[src/rtl/parking_pkg.sv]
// Shared types and constants for the parking meter time-base and billing stage.
// Provides the billing FSM state type, the default day window and rates, and
// the widths of the per-slot day/night occupancy counters.
package parking_pkg;

  // Per-slot counter widths; both counters saturate at all-ones.
  localparam int unsigned DAY_W   = 6;
  localparam int unsigned NIGHT_W = 5;

  // Default billing window (inclusive hours) and rates in fee units per hour.
  localparam int unsigned DEF_HOURS      = 24;
  localparam int unsigned DEF_DAY_START  = 6;
  localparam int unsigned DEF_DAY_END    = 22;
  localparam int unsigned DEF_DAY_RATE   = 2;
  localparam int unsigned DEF_NIGHT_RATE = 1;

  typedef enum logic [1:0] {
    StIdle,
    StCalc,
    StHold
  } meter_state_e;

endpackage

[src/rtl/slot_timer.sv]
// Day/night occupancy timer for one parking slot.
// Ports:
//   clk       - time base (one edge per simulated hour)
//   rst       - asynchronous active-low reset
//   clr       - synchronous clear (slot empty or system powered down)
//   is_day    - current hour lies in the day billing window
//   day_cnt   - saturating count of day hours occupied
//   night_cnt - saturating count of night hours occupied
module slot_timer
  import parking_pkg::*;
(
  input  logic               clk,
  input  logic               rst,
  input  logic               clr,
  input  logic               is_day,
  output logic [DAY_W-1:0]   day_cnt,
  output logic [NIGHT_W-1:0] night_cnt
);

  logic [DAY_W-1:0]   day_q, day_d;
  logic [NIGHT_W-1:0] night_q, night_d;

  always_comb begin
    day_d   = day_q;
    night_d = night_q;
    if (clr) begin
      day_d   = '0;
      night_d = '0;
    end else if (is_day) begin
      if (day_q != '1) day_d = day_q + 1'b1;
    end else begin
      if (night_q != '1) night_d = night_q + 1'b1;
    end
  end

  always_ff @(posedge clk or negedge rst) begin
    if (!rst) begin
      day_q   <= '0;
      night_q <= '0;
    end else begin
      day_q   <= day_d;
      night_q <= night_d;
    end
  end

  assign day_cnt   = day_q;
  assign night_cnt = night_q;

endmodule

[src/rtl/parking_meter.sv]
// Time-base and billing stage on the 1 Hz time_clk. Keeps the hour of day and
// a day/night occupancy timer per slot; on a departure it snapshots the
// leaving slot's timers and computes the fee.
// Ports:
//   time_clk   - 1 Hz time base
//   rst        - asynchronous active-low reset
//   power      - system enable (foreign domain, synchronized here)
//   occupied   - per-slot occupancy, 1 = car present (synchronized here)
//   leave      - per-slot departure flags, held until paid (synchronized here)
//   hour       - current hour 0..HOURS-1
//   bill_day   - captured day hours of the leaving car
//   bill_night - captured night hours of the leaving car
//   fee        - computed fee, saturated to FEE_W bits
//   bill_valid - bill_* and fee are valid
//   busy       - billing FSM not idle
module parking_meter
  import parking_pkg::*;
#(
  parameter int unsigned NUM_SLOTS  = 8,
  parameter int unsigned HOURS      = DEF_HOURS,
  parameter int unsigned DAY_START  = DEF_DAY_START,
  parameter int unsigned DAY_END    = DEF_DAY_END,
  parameter int unsigned DAY_RATE   = DEF_DAY_RATE,
  parameter int unsigned NIGHT_RATE = DEF_NIGHT_RATE,
  parameter int unsigned FEE_W      = 10
) (
  input  logic                 time_clk,
  input  logic                 rst,
  input  logic                 power,
  input  logic [NUM_SLOTS-1:0] occupied,
  input  logic [NUM_SLOTS-1:0] leave,
  output logic [5:0]           hour,
  output logic [DAY_W-1:0]     bill_day,
  output logic [NIGHT_W-1:0]   bill_night,
  output logic [FEE_W-1:0]     fee,
  output logic                 bill_valid,
  output logic                 busy
);

  localparam int unsigned WideW     = FEE_W + 2;
  localparam logic [5:0]  HourLast  = 6'(HOURS - 1);
  localparam logic [5:0]  DayStartH = 6'(DAY_START);
  localparam logic [5:0]  DayEndH   = 6'(DAY_END);

  // Two-flop synchronizers for the asynchronous control inputs.
  logic                 power_meta_q, power_s;
  logic [NUM_SLOTS-1:0] occupied_meta_q, occupied_s;
  logic [NUM_SLOTS-1:0] leave_meta_q, leave_s;

  always_ff @(posedge time_clk or negedge rst) begin
    if (!rst) begin
      power_meta_q    <= 1'b0;
      power_s         <= 1'b0;
      occupied_meta_q <= '0;
      occupied_s      <= '0;
      leave_meta_q    <= '0;
      leave_s         <= '0;
    end else begin
      power_meta_q    <= power;
      power_s         <= power_meta_q;
      occupied_meta_q <= occupied;
      occupied_s      <= occupied_meta_q;
      leave_meta_q    <= leave;
      leave_s         <= leave_meta_q;
    end
  end

  // Hour counter.
  logic [5:0] hour_q, hour_d;

  always_comb begin
    hour_d = hour_q;
    if (!power_s)                hour_d = '0;
    else if (hour_q == HourLast) hour_d = '0;
    else                         hour_d = hour_q + 6'd1;
  end

  // Pre-update hour picks the counter that advances on this edge.
  logic is_day;
  assign is_day = (hour_q >= DayStartH) && (hour_q <= DayEndH);

  // Per-slot timers.
  logic [NUM_SLOTS-1:0] slot_clr;
  logic [DAY_W-1:0]     day_cnt   [NUM_SLOTS];
  logic [NIGHT_W-1:0]   night_cnt [NUM_SLOTS];

  assign slot_clr = {NUM_SLOTS{~power_s}} | ~occupied_s;

  for (genvar g = 0; g < NUM_SLOTS; g++) begin : g_slot
    slot_timer u_slot_timer (
      .clk      (time_clk),
      .rst      (rst),
      .clr      (slot_clr[g]),
      .is_day   (is_day),
      .day_cnt  (day_cnt[g]),
      .night_cnt(night_cnt[g])
    );
  end

  // Lowest-index departing slot wins: scan downwards so the last hit is lowest.
  logic [DAY_W-1:0]   sel_day;
  logic [NIGHT_W-1:0] sel_night;

  always_comb begin
    sel_day   = '0;
    sel_night = '0;
    for (int i = NUM_SLOTS - 1; i >= 0; i--) begin
      if (leave_s[i]) begin
        sel_day   = day_cnt[i];
        sel_night = night_cnt[i];
      end
    end
  end

  // Fee datapath, two guard bits wide, saturated on the way out.
  logic [WideW-1:0] fee_wide;
  logic [FEE_W-1:0] fee_sat;

  assign fee_wide = WideW'(bill_day) * WideW'(DAY_RATE)
                  + WideW'(bill_night) * WideW'(NIGHT_RATE);
  assign fee_sat  = (|fee_wide[WideW-1:FEE_W]) ? '1 : fee_wide[FEE_W-1:0];

  // Billing FSM.
  meter_state_e       state_q, state_d;
  logic [DAY_W-1:0]   bill_day_q, bill_day_d;
  logic [NIGHT_W-1:0] bill_night_q, bill_night_d;
  logic [FEE_W-1:0]   fee_q, fee_d;
  logic               bill_valid_q, bill_valid_d;

  always_comb begin
    state_d      = state_q;
    bill_day_d   = bill_day_q;
    bill_night_d = bill_night_q;
    fee_d        = fee_q;
    bill_valid_d = bill_valid_q;

    unique case (state_q)
      StIdle: begin
        if (|leave_s) begin
          bill_day_d   = sel_day;
          bill_night_d = sel_night;
          state_d      = StCalc;
        end
      end
      StCalc: begin
        fee_d        = fee_sat;
        bill_valid_d = 1'b1;
        state_d      = StHold;
      end
      StHold: begin
        // Only an all-clear leave releases the bill; other changes are ignored.
        if (!(|leave_s)) begin
          bill_valid_d = 1'b0;
          state_d      = StIdle;
        end
      end
      default: state_d = StIdle;
    endcase

    // Power loss overrides every transition.
    if (!power_s) begin
      state_d      = StIdle;
      bill_day_d   = '0;
      bill_night_d = '0;
      fee_d        = '0;
      bill_valid_d = 1'b0;
    end
  end

  always_ff @(posedge time_clk or negedge rst) begin
    if (!rst) begin
      hour_q       <= '0;
      state_q      <= StIdle;
      bill_day_q   <= '0;
      bill_night_q <= '0;
      fee_q        <= '0;
      bill_valid_q <= 1'b0;
    end else begin
      hour_q       <= hour_d;
      state_q      <= state_d;
      bill_day_q   <= bill_day_d;
      bill_night_q <= bill_night_d;
      fee_q        <= fee_d;
      bill_valid_q <= bill_valid_d;
    end
  end

  assign hour       = hour_q;
  assign bill_day   = bill_day_q;
  assign bill_night = bill_night_q;
  assign fee        = fee_q;
  assign bill_valid = bill_valid_q;
  assign busy       = (state_q != StIdle);

endmodule
[config.mk]
export PLATFORM = sky130hd
export DESIGN_NAME = parking_meter
export DESIGN_NICKNAME = d
export VERILOG_FILES = /design/src/rtl/parking_pkg.sv /design/src/rtl/slot_timer.sv /design/src/rtl/parking_meter.sv
export SDC_FILE = /design/constraint.sdc
export NUM_CORES = 1
export LEC_CHECK = 0
export ABC_AREA = 1
export BUFFER_PORTS_ARGS = -buffer_cell sky130_fd_sc_hd__buf_2
export CAP_MARGIN = 40
export CORE_AREA = 2 2 201 144
export DETAILED_ROUTE_END_ITERATION = 8
export DIE_AREA = 0 0 203 146
export MAX_ROUTING_LAYER = met4
export SLEW_MARGIN = 40
export SYNTH_ARGS = -nofsm -noshare
export SYNTH_HDL_FRONTEND = slang
export SYNTH_SLANG_ARGS = --single-unit
[constraint.sdc]
create_clock -name time_clk -period 1.8 [get_ports time_clk]
set_input_delay 0.18 -clock time_clk [delete_from_list [all_inputs] [get_ports time_clk]]
set_output_delay 0.18 -clock time_clk [all_outputs]
set_load 0.03 [all_outputs]
---- Word level (Yosys, flattened, before mapping) ----
Cells that the tools add are included.
storage, ports and cells
  bits in registers ....................... 152
  input port bits ......................... 19
  output and inout bits ................... 29
cells by class
  add/sub/neg operators ................... 18
  magnitude comparators ................... 2
  equal/unequal tests ..................... 33
  multiplexer cells ....................... 82
  bitwise gates (word level) .............. 3
  reduce and logical (&&, ||, !) cells .... 48
operators by type and width
  kind                   count
  $mux W6                37
  $mux W5                35
  $add A6 B1 Y6 const B  9
  $reduce_bool A2 Y1     25
  $ne A6 B6 Y1 const B   8
  $add A5 B1 Y5 const B  8
  $ne A5 B5 Y1 const B   8
  $reduce_and A2 Y1      19
  $mux W10               3
  $ne A2 B2 Y1 const B   8
  $add A7 B5 Y8          1
  $not A8 Y8             1
  $or A8 B8 Y8           1
  $reduce_or A8 Y1       1
  $eq A6 B5 Y1 const B   1
  $ge A6 B3 Y1 const B   1
  $le A6 B5 Y1 const B   1
  $mux W2                3
  $ne A2 B1 Y1 const B   3
  $ne A3 B3 Y1 const B   2
  $pmux W2 S3            1
  $ne A3 B1 Y1 const B   1
  $eq A2 B1 Y1 const B   1
  $eq A2 B2 Y1 const B   1
  other kinds (6)        7

---- Logic depth before layout (Yosys ltp) ----
Gate-level depths: netlist of the first run.
  depth in word-level cells ............... 11
  gate-level depth with buffers ........... 11

---- Cells and area by module ----
From an unflattened synthesis of the first run, not the netlist that was laid out.
second synthesis, totals
  cells, all modules ...................... 1042
  area total of the unflattened synthesis .. 8146.6 um^2
by module, submodules not included
  module         times used  cells an instance  area each (um^2)
  slot_timer     8           79                 621.8
  parking_meter  1           410                3171.8

---- Least setup slack after synthesis of the first run ----
OpenSTA, ideal clock, no wires.
  kind .................................... reg-to-reg
  start point ............................. reg hour_q[0], in the netlist hour[0]
  end point ............................... reg g_slot[6].u_slot_timer.day_q[5]
  setup time .............................. 117 ps
  arrival time ............................ 1565 ps
  required time ........................... 1683 ps
  path slack .............................. 118 ps
  cell stages (with the launch flop) ...... 11
  cell sequence ........................... dfrtp_1 -> inv_1 -> ha_1 -> nand2_1 -> inv_1 -> nand3_1 -> nand3_4 -> nand3_1 -> nand2_1 -> nand2_1 -> nand2_1
between the ends
  longest elaborated chain between the ends .. 4
  elaborated cells between the ends (all ways) .. 5
  classes of those cells .................. order compare (2); reduce/logical (3)
ends and longest elaborated chain
  element                                              RTL line              source
  start, declared                                      parking_meter.sv:69   logic [5:0] hour_q, hour_d;
  start signal, assigned                               parking_meter.sv:179  hour_q <= hour_d;
  $ge A6 B3 Y1 / $le A6 B5 Y1 (equally long branches)  parking_meter.sv:80   assign is_day = (hour_q >= DayStartH) && (hour_q <= DayEndH);
  $logic_and A1 B1 Y1 *                                parking_meter.sv:80
  $reduce_bool A2 Y1 (no source line) *                n/a
  $reduce_and A2 Y1 (no source line) *                 n/a
  end signal, assigned                                 slot_timer.sv:41      day_q <= day_d;
  end, declared                                        slot_timer.sv:20      logic [DAY_W-1:0] day_q, day_d;
Every way passes the cells marked *; elsewhere a longest branch is shown, timed or not.
A chain may end at the register's enable or synchronous reset.

---- Worst setup path after layout of the first run ----
  start point ............................. reg hour_q[0], in the netlist hour[0]
  end point ............................... reg g_slot[2].u_slot_timer.night_q[0]
between the ends
  longest elaborated chain between the ends .. 4
  elaborated cells between the ends (all ways) .. 5
  classes of those cells .................. order compare (2); eq/ne (1); reduce/logical (2)
ends and longest elaborated chain
  element                                              RTL line             source
  $ge A6 B3 Y1 / $le A6 B5 Y1 (equally long branches)  parking_meter.sv:80
  $logic_and A1 B1 Y1 *                                parking_meter.sv:80
  $ne A2 B2 Y1 (no source line) *                      n/a
  $reduce_and A2 Y1 (no source line) *                 n/a
  end signal, assigned                                 slot_timer.sv:42     night_q <= night_d;
  end, declared                                        slot_timer.sv:21     logic [NIGHT_W-1:0] night_q, night_d;
Marked as above.

==> impl_metrics.json, run 1 <==
{
  "worst_hold_slack_ns": 0.220,
  "ys_ff_latch": 150,
  "synthFlopType": "dfrtp_1",
  "cts_made_buffers": 17,
  "synth.area.mux_share_pct": 0,
  "synth_fa_ha_area_share_pct": 4.82,
  "via_per_inst": 4.66,
  "pre_cts_ws_ns": 0.0607,
  "io_buffers": 45,
  "worst-path-max-fanout": 20,
  "reg2reg_slack_ns": 0.13,
  "fin_nets": 1246,
  "start_util_pct": 29.8,
  "path_class": "reg2reg",
  "final.min_clock_period_ns": 1.67,
  "grt_max_degree": 43,
  "cellInternalPower_w": 0.00602,
  "switching_share_pct": 26.8,
  "postSynthCellCount": 1085,
  "drtIter0Drc": 608,
  "grt_pass1_vias": 6807,
  "drv_cap": 0,
  "hold_path.class": "in2async",
  "clockBufferDepth": 2,
  "combPwrFrac_pct": 12.4,
  "fin_ws_ns": 0.128,
  "htree_levels": 4,
  "crit_path_start_kind": "flop",
  "clock_power_share_pct": 43.5,
  "area_growth_pct": 23.8,
  "clock_sinks": 150,
  "path_cells": "inv_1 -> ha_1 -> nand2_1 -> inv_1 -> nand3_2 -> nand3_4 -> nand2_4 -> buf_12 -> nand2_1 -> nand3_1 -> nand2_1",
  "drcViolationCount": 0,
  "die_height_um": 146,
  "rsz0062_at_grt": "true",
  "root_buffer": "clkbuf_16",
  "ant_nets": 0,
  "async_flop_share_pct": 100,
  "syn_area_um2": 8200,
  "report.final.hold_viol_count": 0,
  "setup_viol": 0,
  "fin_crit_sh_pct": 92.9,
  "cp_common_cell": "nand2_1",
  "maxSlewViolCount": 0,
  "vias": 7363,
  "avgSynthCellArea_um2": 7.55,
  "pin_count": 48,
  "clock_skew_ns": 0.00949,
  "grt_overflow_total": 0,
  "ys_warn_count": 0,
  "firstDrtPassIters": 7,
  "placement_rows": 51,
  "cpPeakStageDelay_ns": 0.35,
  "tns_ns": 0,
  "wirelength_mm": 21.4,
  "peakVddDrop_mv": 0.645,
  "fmax_ghz": 0.598,
  "grt_usage_pct": 15.7,
  "worstPathRequired_ns": 2.12,
  "post_cts_buffers": 0,
  "post_drt_wl_per_cell_um": 13.6,
  "antennaDiodeCount": 0,
  "synth_top_family_by_area": "simple AND/OR/NAND/NOR gates",
  "outcome": "completed",
  "sequentialPowerShare_pct": 44.1,
  "cts_tree": "done",
  "place_hpwl_mm": 15.3,
  "die_w_um": 203,
  "fillers": 2854,
  "synth_compound_area_share_pct": 3.85,
  "clkLatencyLatePin_ns": 0.44,
  "crit_path_top_delay_cell": "dfrtp_1",
  "gp_congestion": 0.872,
  "leakage_nw": 5.35,
  "ys_seq_area_share_pct": 45.8,
  "layout_common_cells": "nand2_1, dfrtp_1, nand3_1",
  "p_total_w": 0.00822,
  "drive_above_1_share_pct": 11.8,
  "cp.arrival_ns": 1.99,
  "coreArea_um2": 27500,
  "yosysUniqueCellTypes": 27,
  "r2r_cells": 11,
  "antenna_found_initial": 0,
  "clk_pin_slew_ns": 0.06,
  "powerDensity_nw_per_um2": 810,
  "synth_xor_area_share_pct": 3.21,
  "end_kind": "flop",
  "grt_pass1_wl_mm": 35.9,
  "die-area_um2": 29600,
  "synthSimpleGateAreaFrac_pct": 35.6,
  "synth_edf_count": 0,
  "layout.cells.most_common": "nand2_1",
  "switchingPower_w": 0.00220
}
[synth_stat cells, types with 8 or more instances]
master    number  area (um2)
a21oi_1       25         125
buf_2         12        60.1
clkbuf_1      12        45.0
clkinv_1       9        33.8
dfrtp_1      150        3750
ha_1          30         375
inv_1         97         364
nand2_1      349        1310
nand3_1      143         716
nand4_1       52         325
nor2_1       122         458
nor3b_1        8        60.1
o21ai_0       16        80.1
o22ai_1       11        68.8
xor2_1        26         228
[metrics by stage]
step,utilization [%],instances,area [um2]
final,36.9,1580,10100
after global routing,36.9,1580,10100
after CTS,36.6,1578,10100
after detailed placement,33.9,1528,9310
after global placement,33.9,1528,9310
after floorplan,-,1086,8200
[power groups by stage]
| stage | combinational, W | clock (W) | sequential [W] |
|---|---|---|---|
| after global placement | 0.000971 | 0 | 0.00368 |
| after global routing | 0.00115 | 0.00382 | 0.00364 |
| after floorplan | 0.000456 | 0 | 0.00375 |
| final | 0.00102 | 0.00358 | 0.00362 |
| after detailed placement | 0.000978 | 0 | 0.00368 |
| after CTS | 0.00102 | 0.00366 | 0.00362 |
[registers in the layout, indices dropped and copies added, names as in the netlist, 2 cells and up]
register	count
occupied_meta_q	8
bill_night	5
leave_meta_q	8
occupied_s	8
bill_day	6
leave_s	8
g_slot.u_slot_timer.night_cnt	40
hour	6
g_slot.u_slot_timer.day_cnt	48
state_q	2
fee	8
[path summary, 6_finish.rpt]
check,from,to
hold / removal,rst,occupied_s[2]
max in group asynchronous,rst,g_slot[6].u_slot_timer.day_cnt[0]
hold reg to reg,leave_meta_q[6],leave_s[6]
setup / recovery,hour[0],g_slot[2].u_slot_timer.night_cnt[0]
setup reg to reg,hour[0],g_slot[2].u_slot_timer.night_cnt[0]
min in group time_clk,leave_meta_q[6],leave_s[6]
[cells by family (layout without fill, tap and decap cells)]
group | after synthesis | after routing
flops | 150 | 150
xor+xnor | 30 | 30
buf+inv | 136 | 258
fa+ha+maj | 31 | 31
simple gates | 680 | 681
compound gates | 57 | 57
other cells | 1 | 2
[critical path: cells and delay by family (launching register included)]
kind                       cells  cell delay (ns)
DFF                            1             0.35
buffers and inverters          3             0.26
adders and majority gates      1             0.18
and+or+nand+nor                7             0.75
[layer usage]
metal	global-route usage [%]	up-vias	wire length [um]
li1	-	3750	-
met1	23.2	3436	11400
met3	3.27	18	1150
met2	21.2	159	8620
met4	4.60	0	244
met5	-	-	0
[area by class of cell]
type | instances | area (um2) | share of cell area, %
multi-input cells | 801 | 3940 | 38.9
flip-flops and latches | 150 | 3750 | 37.0
inverters | 106 | 398 | 3.92
clock buffers | 25 | 485 | 4.78
repair buffers | 120 | 1010 | 9.93
clock inverters | 7 | 95.1 | 0.937
well taps | 371 | 464 | 4.57
[timing repair]
| action | 4_1_cts | 5_1_grt |
|---|---|---|
| endpoints found under the setup margin | 0 | 61 |
| endpoints found under the hold margin | 52 | 0 |
| gates resized for setup | 0 | 12 |
| hold buffers | 18 | 0 |
Power figures use the tool's default switching activity.
==> run 2, diff against run 1 <==
--- a/config.mk
+++ b/config.mk
@@ -8,10 +8,11 @@
 export ABC_AREA = 1
 export BUFFER_PORTS_ARGS = -buffer_cell sky130_fd_sc_hd__buf_2
 export CAP_MARGIN = 40
-export CORE_AREA = 2 2 201 144
+export CORE_AREA = 2 2 157 113
 export DETAILED_ROUTE_END_ITERATION = 8
-export DIE_AREA = 0 0 203 146
+export DIE_AREA = 0 0 159 115
 export MAX_ROUTING_LAYER = met4
+export PLACE_DENSITY = 0.66
 export SLEW_MARGIN = 40
 export SYNTH_ARGS = -nofsm -noshare
 export SYNTH_HDL_FRONTEND = slang
==> run 2 against run 1 <==
Hold slack improved by 0.031 ns. Fmax fell by 2.3%. Non-clock buffer count fell by 3. First-iteration DRC count rose by 18%. Clock power rose by 4%. Utilization rose by 23 points. Flip-flop and latch count did not move. Sequential power barely moved. Worst setup slack got worse by 0.040 ns. Critical path type unchanged.
==> impl_metrics.json, run 2 (synthesis results as in run 1) <==
{
  "outcome": "completed",
  "report.final.hold_viol_count": 0,
  "cp_top_family": "simple AND/OR/NAND/NOR gates",
  "clockBufferDepth": 2,
  "gp_congestion": 0.904,
  "fin_nets": 1243,
  "coreArea_um2": 16800,
  "start_util_pct": 48.7,
  "htree_levels": 4,
  "drv_cap": 0,
  "antenna_found_initial": 0,
  "die-area_um2": 18300,
  "die_height_um": 115,
  "drt-met1-wl_mm": 10.6,
  "rr_startpoint": "hour[1]",
  "die_w_um": 159,
  "ant_nets": 0,
  "fin_ws_ns": 0.0880,
  "grt_usage_pct": 24.0,
  "firstDrtPassIters": 7,
  "r2r_end": "g_slot[1].u_slot_timer.night_cnt[2]",
  "io_buffers": 45,
  "crit_path_top_delay_cell": "dfrtp_2",
  "drcViolationCount": 0,
  "place_area_um2": 9120,
  "root_buffer": "clkbuf_16",
  "top_layer_used": "met4",
  "wl_met2_mm": 8.14,
  "grt_pass1_wl_mm": 34.0,
  "powerDensity_nw_per_um2": 834,
  "peakVddDrop_mv": 0.601,
  "pin_count": 48,
  "via_per_inst": 5.15,
  "path_class": "reg2reg",
  "area_growth_pct": 22.0,
  "clk_pin_slew_ns": 0.06,
  "placement_rows": 40,
  "vias": 7389,
  "finalNonFillerCells": 1436,
  "pre_cts_ws_ns": 0.0509,
  "fmax_ghz": 0.584,
  "r2r_cells": 10,
  "path_cells": "ha_1 -> nand2_1 -> inv_1 -> nand3_2 -> nand3_4 -> nand2_4 -> buf_12 -> nand2_1 -> nand3_1 -> nand2_1",
  "final.min_clock_period_ns": 1.71,
  "drtIter0Drc": 719,
  "antennaDiodeCount": 0,
  "reg2reg_slack_ns": 0.09,
  "maxSlewViolCount": 0,
  "clock_sinks": 150,
  "clkLatencyLatePin_ns": 0.43,
  "place_hpwl_mm": 14.4,
  "cts_made_buffers": 17,
  "post_drt_wl_per_cell_um": 14.0,
  "crit_path_start_kind": "flop",
  "cp_common_cell": "nand2_1",
  "cts_tree": "done",
  "worst-path-max-fanout": 19,
  "hold_path.class": "in2async",
  "layout.cells.most_common": "nand2_1",
  "layout_common_cells": "nand2_1, dfrtp_1, nand3_1",
  "cp_num_buf_inv": 2,
  "cp.arrival_ns": 2.03,
  "grt_overflow_total": 0,
  "leakage_nw": 5.34,
  "place_inst": 1384,
  "grt_pass1_vias": 6826,
  "cpPeakStageDelay_ns": 0.43,
  "drive_above_1_share_pct": 12.0,
  "worstPathRequired_ns": 2.12,
  "finalInstanceArea_um2": 10000,
  "final_core_util_pct": 59.4,
  "setup_viol": 0,
  "routed-wl-met3_mm": 1.08,
  "end_kind": "flop",
  "worst_hold_slack_ns": 0.250,
  "grt_max_degree": 49,
  "largest_reg_flops": 48,
  "fin_crit_sh_pct": 95.1,
  "clock_skew_ns": 0.00898,
  "wirelength_mm": 20.1
}
[run 2: cell count changes in the layout (fill, tap and decap cells not counted), sizes merged]
cell      change
clkbuf        -4
buf           -3
bufinv        +1
inv           +1
clkinvlp      +2
clkinv        -1
[run 2: cell type report]
class                   instances  area [um2]
fillers                      1571        6820
flip-flops and latches        150        3760
clock inverters                10         148
multi-input cells             801        3950
well taps                     231         289
clock buffers                  21         460
repair buffers                117         997
inverters                     106         398
[run 2: where the power goes]
| group | switching, W | internal (W) |
|---|---|---|
| clock | 0.00147 | 0.00226 |
| combinational | 0.000639 | 0.000357 |
| sequential | 0.000119 | 0.00350 |
| total | 0.00222 | 0.00612 |
[run 2: per-stage QoR]
stage | power, W | TNS [ns]
2_1_floorplan | 0.00420 | 0
6_report | 0.00834 | 0
5_1_grt | 0.00871 | -0.00857
4_1_cts | 0.00838 | 0
3_5_place_dp | 0.00463 | 0
3_3_place_gp | 0.00462 | 0
[run 2: worst max-delay path by stage]
stage                                      startpoint                                  end  slack [ns]  depth (start not counted)
floorplan                                     hour[0]    g_slot[6].u_slot_timer.day_cnt[5]        0.12                         10
global placement    g_slot[2].u_slot_timer.day_cnt[0]    g_slot[2].u_slot_timer.day_cnt[2]        0.08                          8
global route                                  hour[1]  g_slot[1].u_slot_timer.night_cnt[3]      -0.005                         10
CTS                                           hour[1]  g_slot[3].u_slot_timer.night_cnt[3]        0.04                         10
detailed placement                            hour[1]  g_slot[4].u_slot_timer.night_cnt[0]        0.05                         10
finish                                        hour[1]  g_slot[1].u_slot_timer.night_cnt[2]        0.09                         10
[run 2: worst register-to-register path: stages, from the launching register on]
cell,delay (ns)
dfrtp_2,0.43
ha_1,0.19
nand2_1,0.05
inv_1,0.05
nand3_2,0.10
nand3_4,0.15
nand2_4,0.15
buf_12,0.16
nand2_1,0.15
nand3_1,0.12
nand2_1,0.06
[run 2: timing repair]
action / in CTS / in global routing
resized for setup: 0 / 15
buffers inserted: 0 / 1
endpoints found under the hold margin: 60 / 0
hold buffers: 18 / 0
setup endpoints to repair: 0 / 60
[run 2: metal layers]
| layer | track usage (%) | vias to the layer above |
|---|---|---|
| met5 | - | - |
| met3 | 5.59 | 22 |
| met4 | 6.61 | 0 |
| met1 | 35.7 | 3428 |
| met2 | 32.4 | 192 |
| li1 | - | 3747 |
==> run 3, diff against run 2 <==
--- a/config.mk
+++ b/config.mk
@@ -9,6 +9,7 @@
 export BUFFER_PORTS_ARGS = -buffer_cell sky130_fd_sc_hd__buf_2
 export CAP_MARGIN = 40
 export CORE_AREA = 2 2 157 113
+export CTS_BUF_LIST = sky130_fd_sc_hd__clkbuf_2
 export DETAILED_ROUTE_END_ITERATION = 8
 export DIE_AREA = 0 0 159 115
 export MAX_ROUTING_LAYER = met4
==> run 3 against run 2 <==
Sequential power barely moved. Non-clock buffer count rose by 10. Clock power fell by 45%. Routed wire length fell by 0.69%. Total power fell by 20%. Critical path type unchanged. Clock skew rose by 0.028 ns. Sequential share of layout area rose by 0.90 points. Final cell count rose by 0.70%. Critical path depth fell by 2. Via count fell by 0.57%. Fmax rose by 1.3%. Cell area fell by 2.3%.
==> impl_metrics.json, run 3 (synthesis results as in run 1) <==
{
  "antenna_found_initial": 0,
  "die_height_um": 115,
  "root_buffer": "clkbuf_2",
  "start_util_pct": 48.7,
  "grt_max_degree": 44,
  "multiInputGateArea_um2": 3950,
  "use_met1_pct": 36.2,
  "grt_pass1_vias": 6765,
  "clock_skew_ns": 0.0368,
  "io_buffers": 45,
  "grt_overflow_total": 0,
  "seq_area_um2": 3760,
  "wirelength_mm": 19.9,
  "top_usage_layer": "met1",
  "finalNonFillerCells": 1446,
  "clockBufferDepth": 2,
  "clock_sinks": 150,
  "cp_common_cell": "nand3_1",
  "switchingPower_w": 0.00202,
  "htree_levels": 4,
  "path_class": "reg2reg",
  "end_kind": "flop",
  "drv_cap": 0,
  "drive_above_1_share_pct": 12.3,
  "fin_nets": 1253,
  "antennaDiodeCount": 0,
  "cp_num_buf_inv": 1,
  "switching_share_pct": 30.2,
  "setup_viol": 0,
  "post_drt_wl_per_cell_um": 13.8,
  "path_cells": "buf_4 -> nand3_1 -> nand3_1 -> nand3_4 -> nand3_1 -> nand2_2 -> nand2_1 -> nand2_1",
  "fillers": 1601,
  "fmax_ghz": 0.592,
  "drcViolationCount": 0,
  "pin_count": 48,
  "combPwrFrac_pct": 15.5,
  "clkLatencyLatePin_ns": 0.73,
  "cellInternalPower_w": 0.00467,
  "via_per_inst": 5.08,
  "peakVddDrop_mv": 0.385,
  "worst_hold_slack_ns": 0.0782,
  "firstDrtPassIters": 5,
  "pre_cts_ws_ns": 0.0509,
  "cp.arrival_ns": 2.38,
  "largest_reg_flops": 48,
  "worst-path-max-fanout": 7,
  "drtIter0Drc": 719,
  "cts_made_buffers": 17,
  "cts_tree": "done",
  "hold_path.class": "in2reg",
  "place_inst": 1384,
  "gr-usage-met2_pct": 31.6,
  "p_total_w": 0.00670,
  "leakage_nw": 5.25,
  "report.final.hold_viol_count": 0,
  "cpPeakStageDelay_ns": 0.43,
  "coreArea_um2": 16800,
  "die-area_um2": 18300,
  "fin_ws_ns": 0.109,
  "cp_top_family": "simple AND/OR/NAND/NOR gates",
  "fin_crit_sh_pct": 93.9,
  "met3_usage_pct": 4.91,
  "place_hpwl_mm": 14.4,
  "grt_usage_pct": 23.7,
  "layout.cells.most_common": "nand2_1",
  "grt_pass1_wl_mm": 33.7,
  "rsz0062_at_grt": "true",
  "clk_pin_slew_ns": 0.22,
  "gp_congestion": 0.904,
  "crit_path_start_kind": "flop",
  "powerDensity_nw_per_um2": 686,
  "ant_nets": 0,
  "layout_common_cells": "nand2_1, dfrtp_1, nand3_1",
  "crit_path_top_delay_cell": "dfrtp_1",
  "die_w_um": 159,
  "final.min_clock_period_ns": 1.69,
  "vias": 7347,
  "worstPathRequired_ns": 2.49,
  "maxSlewViolCount": 0,
  "area_growth_pct": 19.1,
  "clock_power_share_pct": 30.4,
  "outcome": "completed",
  "placement_rows": 40,
  "sequentialPowerShare_pct": 54.1
}
[run 3: cell types whose count changed in the layout (fill, tap and decap cells not counted), sizes merged]
| cell | change |
|---|---|
| buf | +3 |
| clkbuf | -2 |
| dlygate4sd3 | +7 |
| clkinv | +2 |
[run 3: routing by layer]
metal  part of all wire (%)  vias up
li1                       -     3762
met1                     53     3371
met2                     40      195
met3                    5.7       19
met4                    1.5        0
met5                      0        -
[run 3: power by group through the flow]
stage	logic, W	registers, W	clock network, W
after global placement	0.000941	0.00368	0
after global routing	0.00116	0.00365	0.00226
after detailed placement	0.000951	0.00368	0
after floorplan	0.000456	0.00375	0
final	0.00104	0.00362	0.00204
after CTS	0.000999	0.00362	0.00209
[run 3: worst reg2reg max path, cell delays in order, from the launching register on]
cell and delay (ns):
dfrtp_1 0.43, buf_4 0.15, nand3_1 0.08, nand3_1 0.17, nand3_4 0.19, nand3_1 0.29, nand2_2 0.21, nand2_1 0.07
nand2_1 0.06
[run 3: cell type report]
class                   count  area share [%]
multi-input cells         801            40.4
well taps                 231            2.96
inverters                 106            4.07
clock buffers              19           0.974
clock inverters            12            1.59
flip-flops and latches    150            38.5
repair buffers            127            11.5
[run 3: path summary, 6_finish.rpt]
| path | from | end | slack [ns] | depth (start not counted) |
|---|---|---|---|---|
| max in group asynchronous | rst | leave_meta_q[3] | 0.98 | 4 |
| max reg2reg | hour[0] | g_slot[2].u_slot_timer.day_cnt[5] | 0.11 | 8 |
| min in group asynchronous | rst | g_slot[5].u_slot_timer.day_cnt[1] | 0.53 | 4 |
| min | leave[2] | leave_meta_q[2] | 0.08 | 2 |
| max | hour[0] | g_slot[2].u_slot_timer.day_cnt[5] | 0.11 | 8 |
| min reg2reg | leave_meta_q[6] | leave_s[6] | 0.36 | 0 |
[run 3: stage by stage]
stage | util (%) | setup TNS [ns] | cell area [um2]
finish | 58.1 | 0 | 9770
global route | 58.1 | -0.0571 | 9770
CTS | 57.1 | 0 | 9610
detailed placement | 54.2 | 0 | 9120
global placement | 54.2 | 0 | 9120
floorplan | - | 0 | 8200
[run 3: repair_timing]
action                                 CTS  global route
hold buffers                            22             4
setup endpoints to repair                0            67
buffers inserted                         0             3
endpoints found under the hold margin  167             4
resized for setup                        0            23
